File: src/rtl/ir_nec_receiver.sv
// ir_nec_receiver: NEC infrared frame decoder with repeat detection and key-hold tracking.
//   clk          system clock, all state on rising edge
//   reset        asynchronous active-high reset
//   ir_in        raw demodulated IR input, active-low bursts, idle high
//   ir_code      last accepted 32-bit frame, bit 0 = first bit received
//   code_valid   one-cycle pulse when ir_code updates
//   repeat_valid one-cycle pulse on an accepted repeat frame while a key is held
//   key_held     high from an accepted frame until HOLD_US us pass without frame or repeat
//   frame_error  one-cycle pulse on a rejected or timed-out frame
module ir_nec_receiver #(
    parameter int US_DIV  = 50,
    parameter int HOLD_US = 120000
) (
    input  logic        clk,
    input  logic        reset,
    input  logic        ir_in,
    output logic [31:0] ir_code,
    output logic        code_valid,
    output logic        repeat_valid,
    output logic        key_held,
    output logic        frame_error
);
    localparam int PW = US_DIV > 1 ? $clog2(US_DIV) : 1;
    localparam int HW = $clog2(HOLD_US + 1);
    typedef enum logic [2:0] {IDLE, LEAD_LO, LEAD_HI, BIT_LO, BIT_HI, STOP_LO} state_t;
    state_t        state;
    logic          ir_m, ir_s, ir_d;
    logic          rise, fall, us_tick, tmo, err, reload;
    logic          lead_ok, hdr_data, hdr_rpt, short_ok, long_ok;
    logic [PW-1:0] pre;
    logic [15:0]   dur;
    logic [4:0]    bitcnt;
    logic [31:0]   shreg;
    logic          rpt;
    logic [HW-1:0] hold;

    function automatic logic in_rng(input logic [15:0] v, input logic [15:0] lo, input logic [15:0] hi);
        return v >= lo && v <= hi;
    endfunction

    assign rise     = ir_s & ~ir_d;
    assign fall     = ~ir_s & ir_d;
    assign us_tick  = pre == PW'(US_DIV - 1);
    assign tmo      = dur >= 16'd12000;
    assign lead_ok  = in_rng(dur, 16'd8000, 16'd10000);
    assign hdr_data = in_rng(dur, 16'd4000, 16'd5000);
    assign hdr_rpt  = in_rng(dur, 16'd2000, 16'd2500);
    assign short_ok = in_rng(dur, 16'd400, 16'd700);
    assign long_ok  = in_rng(dur, 16'd1400, 16'd1900);
    // a repeat seen while no key is held is accepted silently and does not reload the timer
    assign reload   = state == STOP_LO && rise && short_ok && (!rpt || key_held);

    // phases strictly alternate, so each state only ever sees the one edge type it waits for;
    // an edge in the timeout cycle takes precedence over the timeout
    always_comb begin
        err = 1'b0;
        case (state)
            LEAD_LO: err = rise ? !lead_ok : tmo;
            LEAD_HI: err = fall ? !(hdr_data || hdr_rpt) : tmo;
            BIT_LO:  err = rise ? !short_ok : tmo;
            BIT_HI:  err = fall ? !(short_ok || long_ok) : tmo;
            STOP_LO: err = rise ? !short_ok : tmo;
            default: err = 1'b0;
        endcase
    end

    always_ff @(posedge clk or posedge reset) begin
        if (reset) begin
            {ir_m, ir_s, ir_d} <= 3'b111;
            pre <= '0;
            dur <= '0;
        end else begin
            {ir_d, ir_s, ir_m} <= {ir_s, ir_m, ir_in};
            pre <= us_tick ? '0 : pre + 1'b1;
            dur <= (rise || fall) ? '0 : (us_tick && dur != 16'hFFFF) ? dur + 1'b1 : dur;
        end
    end

    always_ff @(posedge clk or posedge reset) begin
        if (reset) begin
            state        <= IDLE;
            bitcnt       <= '0;
            shreg        <= '0;
            rpt          <= 1'b0;
            hold         <= '0;
            ir_code      <= '0;
            code_valid   <= 1'b0;
            repeat_valid <= 1'b0;
            key_held     <= 1'b0;
            frame_error  <= 1'b0;
        end else begin
            code_valid   <= 1'b0;
            repeat_valid <= 1'b0;
            frame_error  <= 1'b0;
            if (reload) begin
                hold     <= '0;
                key_held <= 1'b1;
            end else if (key_held && us_tick) begin
                hold     <= hold == HW'(HOLD_US - 1) ? '0 : hold + 1'b1;
                key_held <= hold != HW'(HOLD_US - 1);
            end
            if (err) begin
                state       <= IDLE;
                frame_error <= 1'b1;
            end else begin
                case (state)
                    IDLE:    if (fall) state <= LEAD_LO;
                    LEAD_LO: if (rise) state <= LEAD_HI;
                    LEAD_HI: if (fall) begin
                        state  <= hdr_data ? BIT_LO : STOP_LO;
                        rpt    <= !hdr_data;
                        bitcnt <= '0;
                    end
                    BIT_LO:  if (rise) state <= BIT_HI;
                    BIT_HI:  if (fall) begin
                        shreg  <= {long_ok, shreg[31:1]};
                        bitcnt <= bitcnt + 1'b1;
                        state  <= bitcnt == 5'd31 ? STOP_LO : BIT_LO;
                    end
                    STOP_LO: if (rise) begin
                        state        <= IDLE;
                        ir_code      <= rpt ? ir_code : shreg;
                        code_valid   <= !rpt;
                        repeat_valid <= rpt && key_held;
                    end
                    default: state <= IDLE;
                endcase
            end
        end
    end
endmodule
File: config.mk
export PLATFORM = sky130hd
export DESIGN_NAME = ir_nec_receiver
export DESIGN_NICKNAME = d
export VERILOG_FILES = /design/src/rtl/ir_nec_receiver.sv
export SDC_FILE = /design/constraint.sdc
export NUM_CORES = 1
export LEC_CHECK = 0
export CAP_MARGIN = 10
export CORE_UTILIZATION = 45
export DETAILED_ROUTE_END_ITERATION = 10
export PLACE_DENSITY_LB_ADDON = 0.1
export SYNTH_ARGS = -nofsm -noshare
export SYNTH_HDL_FRONTEND = slang
export SYNTH_SLANG_ARGS = --single-unit
File: constraint.sdc
create_clock -name clk -period 4.2 [get_ports clk]
set_clock_uncertainty 0.05 [all_clocks]
set_input_delay 0.42 -clock clk [delete_from_list [all_inputs] [get_ports clk]]
set_output_delay 0.42 -clock clk [all_outputs]
set_load 0.02 [all_outputs]
Yosys cells after proc, flatten, opt, wreduce, memory -nomap -nowiden --
Index checks and enable logic that the tools add are counted.
Word-level totals: bits in registers 119, input port bits 3, word-level logic and storage cells 118, output and inout bits 36
Operators by class: mux-type cells 33, equality and inequality tests 18, reduce and logical (&&, ||, !) cells 31, add/subtract/negate cells 4, bitwise gates (word level) 6, $lt $le $gt $ge 11
Operators with widths (count):
- $mux 17 | 3
- $ge 16x11->1 const B | 2
- $mux 16 | 2
- $mux 3 | 9
- $ne 3x3->1 const B | 6
- $pmux 3 s6 | 1
- $add 17x1->17 const B | 1
- $eq 17x17->1 const B | 1
- $ne 17x17->1 const B | 1
- $add 16x1->16 const B | 1
- $ge 16x12->1 const B | 1
- $ge 16x13->1 const B | 1
- $ge 16x14->1 const B | 1
- $ge 16x9->1 const B | 1
- $le 16x10->1 const B | 1
- $le 16x11->1 const B | 1
- $le 16x12->1 const B | 1
- $le 16x13->1 const B | 1
- $le 16x14->1 const B | 1
- $ne 16x16->1 const B | 1
- $mux 1 | 13
- $logic_and 1x1->1 | 11
- $mux 5 | 2
- $pmux 5 s2 | 1
- other kinds (20) | 39

Longest topological paths before layout --
depth after elaboration 8, mapped depth 10, mapped depth without buffers 8

Worst setup path after synthesis --
OpenSTA, ideal clock, no wires.
kind register to register, from reg dur[0], to reg shreg[17], cell stages (with the launch flop) 10, clock period less this slack 2.944 ns, slack 1.256 ns, path buffers 1, arrival 2.769 ns, data required time 4.025 ns, cell sequence dfrtp_1 > inv_1 > ha_1 > or3b_1 > a2111o_1 > a221oi_2 > o311ai_4 > nor3_4 > buf_6 > mux2_2
Between the ends: longest elaborated chain between the ends 8, elaborated cells between the ends (all ways) 29, classes of those cells 11 x order compare; 5 x mux; 1 x bitwise; 12 x reduce/logical
RTL lines:
- start, declared | RTL line 31 | logic [15:0] dur;
- start signal, assigned | RTL line 75 | dur <= (rise || fall) ? '0 : (us_tick && dur != 16'hFFFF) ? dur + 1'b1 : dur;
- $ge 16x9->1 (tied with other cells) | RTL line 38 | return v >= lo && v <= hi;
- $logic_and 1x1->1 | RTL line 38
- $logic_or 1x1->1 (on tied branches) | RTL line 61, 59
- $logic_not 1->1 (on tied branches) | RTL line 61, 59
- $mux 1 (on tied branches) | RTL line 61, 59
- $pmux 1 s4 (*) | RTL line 57 | case (state)
- $not 1->1 (no line) (*)
- $reduce_and 3->1 (no line) (*)
- end signal, assigned | RTL line 116 | shreg <= {long_ok, shreg[31:1]};
- end, declared | RTL line 33 | logic [31:0] shreg;
Every way passes the cells marked *; elsewhere a longest branch is shown, timed or not. A chain may end at the register's enable or synchronous reset.

Worst setup path in the final report --
from reg dur[0], to reg shreg[16]
Same word-level chain as after synthesis.

==> key figures <==
CTS
  • Clock-pin slew on the worst setup and hold paths: around 0.050 ns
  • Clock root cell: clkbuf_16
  • Total CTS buffers: 17
  • Clock Sinks: 119
  • Bufs on Longest Clock Path: 2
  • Post-CTS Setup Repair Bufs: 0
  • TritonCTS clock tree: done
  • Post-CTS sizing: 0
  • Post-CTS Hold Fix Bufs: 0
  • H-tree depth: 4
  • Clock latency on the worst-skew pair: around 0.41 ns

Yosys
  • Synthesized area: between 5000 and 6000 sq um
  • Synth top area share: 49.72%
  • Post-synth cell types: 66
  • Post-synth top cells: dfrtp_1, mux2_2, nor2_1
  • Syn Nets: 529
  • Syn avg cell area: about 11 sq um
  • Post-synth top area cell: dfrtp_1
  • Number of flops mapped to enable cells by yosys: 0
  • Flop and latch count out of synthesis: ~120
  • Most common cell in the netlist: dfrtp_1
  • Main synth FF type: dfrtp_1
  • Cells after Synth: approximately 520
  • Asr flop ratio synth: 100.0%
  • Yosys Warn Count: 0
  • Sequential area share after synthesis: about half
  • Synth top area cells: dfrtp_1, mux2_2, xnor2_1

Power and ir drop
  • Switching Fraction: 23.40%
  • Clk pwr share: ~50%
  • NetSw: just over 0.7 mW
  • Max IR drop VDD: 0.0003130 V
  • Part of the power in registers: 40.7%
  • PwrDens: about 440 nW/um^2
  • Combinational fraction of design power: under 10%
  • Pleak: 3.099 nW
  • Internal Power: around 2.3 mW

Worst setup path
  • Crit Path Max Fanout: 35
  • Setup Crit Path Kind: register to register
  • CP required: between 4 and 5 ns
  • Reg-to-reg endpoint: shreg[16]
  • Worst reg2reg path depth: 9
  • R2r startpoint: dur[0]
  • Critical path endpoint category: register
  • Reg2Reg Setup Slack: roughly 0.99 ns
  • WP data arrival: 3.45 ns
  • Startpoint Class: register

Floorplanning
  • Die area: approximately 13000 sq um
  • Die W: 115.9 um
  • # rows: 41
  • Core Area: 12620 sq um
  • I/O Pins: 39
  • Die Y: ~120 um
  • Initial Util: 46.26%

STA
  • RSZ-0062 raised after global routing: no
  • Relative slew margins: between 30% and 40%
  • Final hold slack: 0.3089 ns
  • Setup TNS: 0 ns
  • Tmin final: about 3.2 ns
  • Final hold vios: 0
  • Endpoints failing setup: 0
  • Slew at the pin closest to its max-slew limit: 0.9485 ns
  • Slew Limit Fails: 0
  • Final WS setup: 0.9903 ns
  • Period utilisation layout: between 70% and 80%
  • F_max: approximately 0.31 GHz

Final layout
  • Share of cells above drive strength 1: 19.04%
  • Final nets: 561
  • Area Overhead vs Synth: 19.37%
  • Final non-filler cell total: ~730
  • Antenna fix cells: 0
  • Core Util, Final: a little under three fifths

Place
  • GPL Wtd Cong: around 0.83
  • Placed Cells: 702
  • Post-place setup slack: between 1 and 1.5 ns
  • Buffers on Ports: 38
  • Hpwl dp: 7417 um

Hold path
  • Hold path cells: 0
  • Min-Delay Endpoint: ir_s
  • Worst hold path type: register to register
  • Hold Path Origin: ir_m

Global routing
  • First-pass GRT wire length: ~20000 um
  • Largest net degree at the start of global routing: 120
  • All-Layer GR Usage: 19.22%
  • Grt ovf: 0
  • Antenna violations before repair: 0
  • Vias in the first global route: 4063

Detailed routing
  • Drt pass-1 iters: 4
  • DR vias: between 4000 and 5000
  • Average routed wire per standard cell: ~16 um
  • ANT nets after route: 0
  • DRC Markers: 0
  • Routed Wire Length: between 10000 and 15000 um
  • DRT iter0 DRCs: 253
  • DR vias/cell: about 5.6

Job
  • Max Cap Viol: 0

Outcome
  • Status: completed
-- through the flow --
step / area (sq um) / total power [mW]
final: 6969 / 3.043
after global routing: 6969 / 3.172
after CTS: 6969 / 3.091
after detailed placement: 6334 / 1.501
after global placement: 6334 / 1.500
after floorplan: 5838 / 1.442
-- power groups by stage --
stage | combinational, mW | sequential, mW | clock, mW
after detailed placement | 0.244 | 1.26 | 0
final | 0.242 | 1.24 | 1.56
after global placement | 0.241 | 1.26 | 0
after CTS | 0.244 | 1.24 | 1.61
after floorplan | 0.217 | 1.23 | 0
after global routing | 0.275 | 1.25 | 1.65
-- flip-flops by register name, summed over array words and instances (netlist names) --
signal,cells
code_valid,1
frame_error,1
ir_m,1
dur,16
shreg,32
bitcnt,5
key_held,1
state,3
hold,17
ir_s,1
ir_d,1
rpt,1
repeat_valid,1
ir_code,32
pre,6
-- layout make-up --
cell class | count | area [sq um]
Sequential cell | 119 | 2982
Fill cell | 1106 | 5650
Multi-Input combinational cell | 355 | 2659
Clock buffer | 20 | 436.7
Inverter | 14 | 55.05
Tap cell | 172 | 215.2
Timing Repair Buffer | 42 | 422.9
Clock inverter | 12 | 198.9
-- layer usage --
metal / GRT usage [%] / routed length, um
met2: 28.85 / 5407
met1: 25.83 / 5482
met3: 6.172 / 393
met4: 7.521 / 138
met5: 0 / 0
-- worst max path at each step --
stage / start / endpoint / cells past startpoint / slack [ns]
floorplan: reset / bitcnt[0] / 1 / 0.58
global placement: dur[0] / shreg[19] / 9 / 1.09
detailed placement: dur[0] / shreg[16] / 9 / 1.01
CTS: dur[0] / shreg[7] / 9 / 1.00
global route: dur[0] / shreg[24] / 9 / 0.86
finish: dur[0] / shreg[16] / 9 / 0.99
-- kinds of logic (layout without fill, tap and decap cells) --
logic type                 count (synthesis)  in the layout  share of synthesized area (%)
xor gates and xnor gates                  24             24                          3.601
DFF                                      119            119                          51.07
adders and majority gates                  9              9                          1.929
AOI/OAI and AO/OA                         82             82                          10.54
muxes                                     66             66                          12.71
buffers and inverters                     43             88                          3.386
and+or+nand+nor                          174            174                          16.76
-- critical path: stages, from the launching register on --
cell and delay, ns:
dfrtp_1 0.42, inv_1 0.10, ha_1 0.20, or3b_1 0.36, a2111o_1 0.42, a221oi_2 0.39
o311ai_4 0.20, nor3_4 0.14, buf_4 0.40, mux2_2 0.39
-- cell usage in the layout (no fill, tap or decap), types with 5 or more instances in the layout --
master	Yosys	routed
a211oi_1	5	5
a21oi_1	10	10
and2_1	16	16
and3_1	7	7
bufinv_16	0	5
clkbuf_16	0	17
clkdlybuf4s50_1	0	38
dfrtp_1	116	116
ha_1	9	9
inv_1	14	13
mux2_2	62	62
nand2_1	30	30
nand2b_1	5	5
nand3_1	14	14
nand4_1	14	14
nor2_1	32	32
nor2b_1	5	5
nor3_1	12	12
nor4_1	7	7
o211ai_1	14	14
o21ai_0	17	17
o31ai_1	6	6
xnor2_1	15	15
xor2_1	9	9
Power figures use the tool's default switching activity.
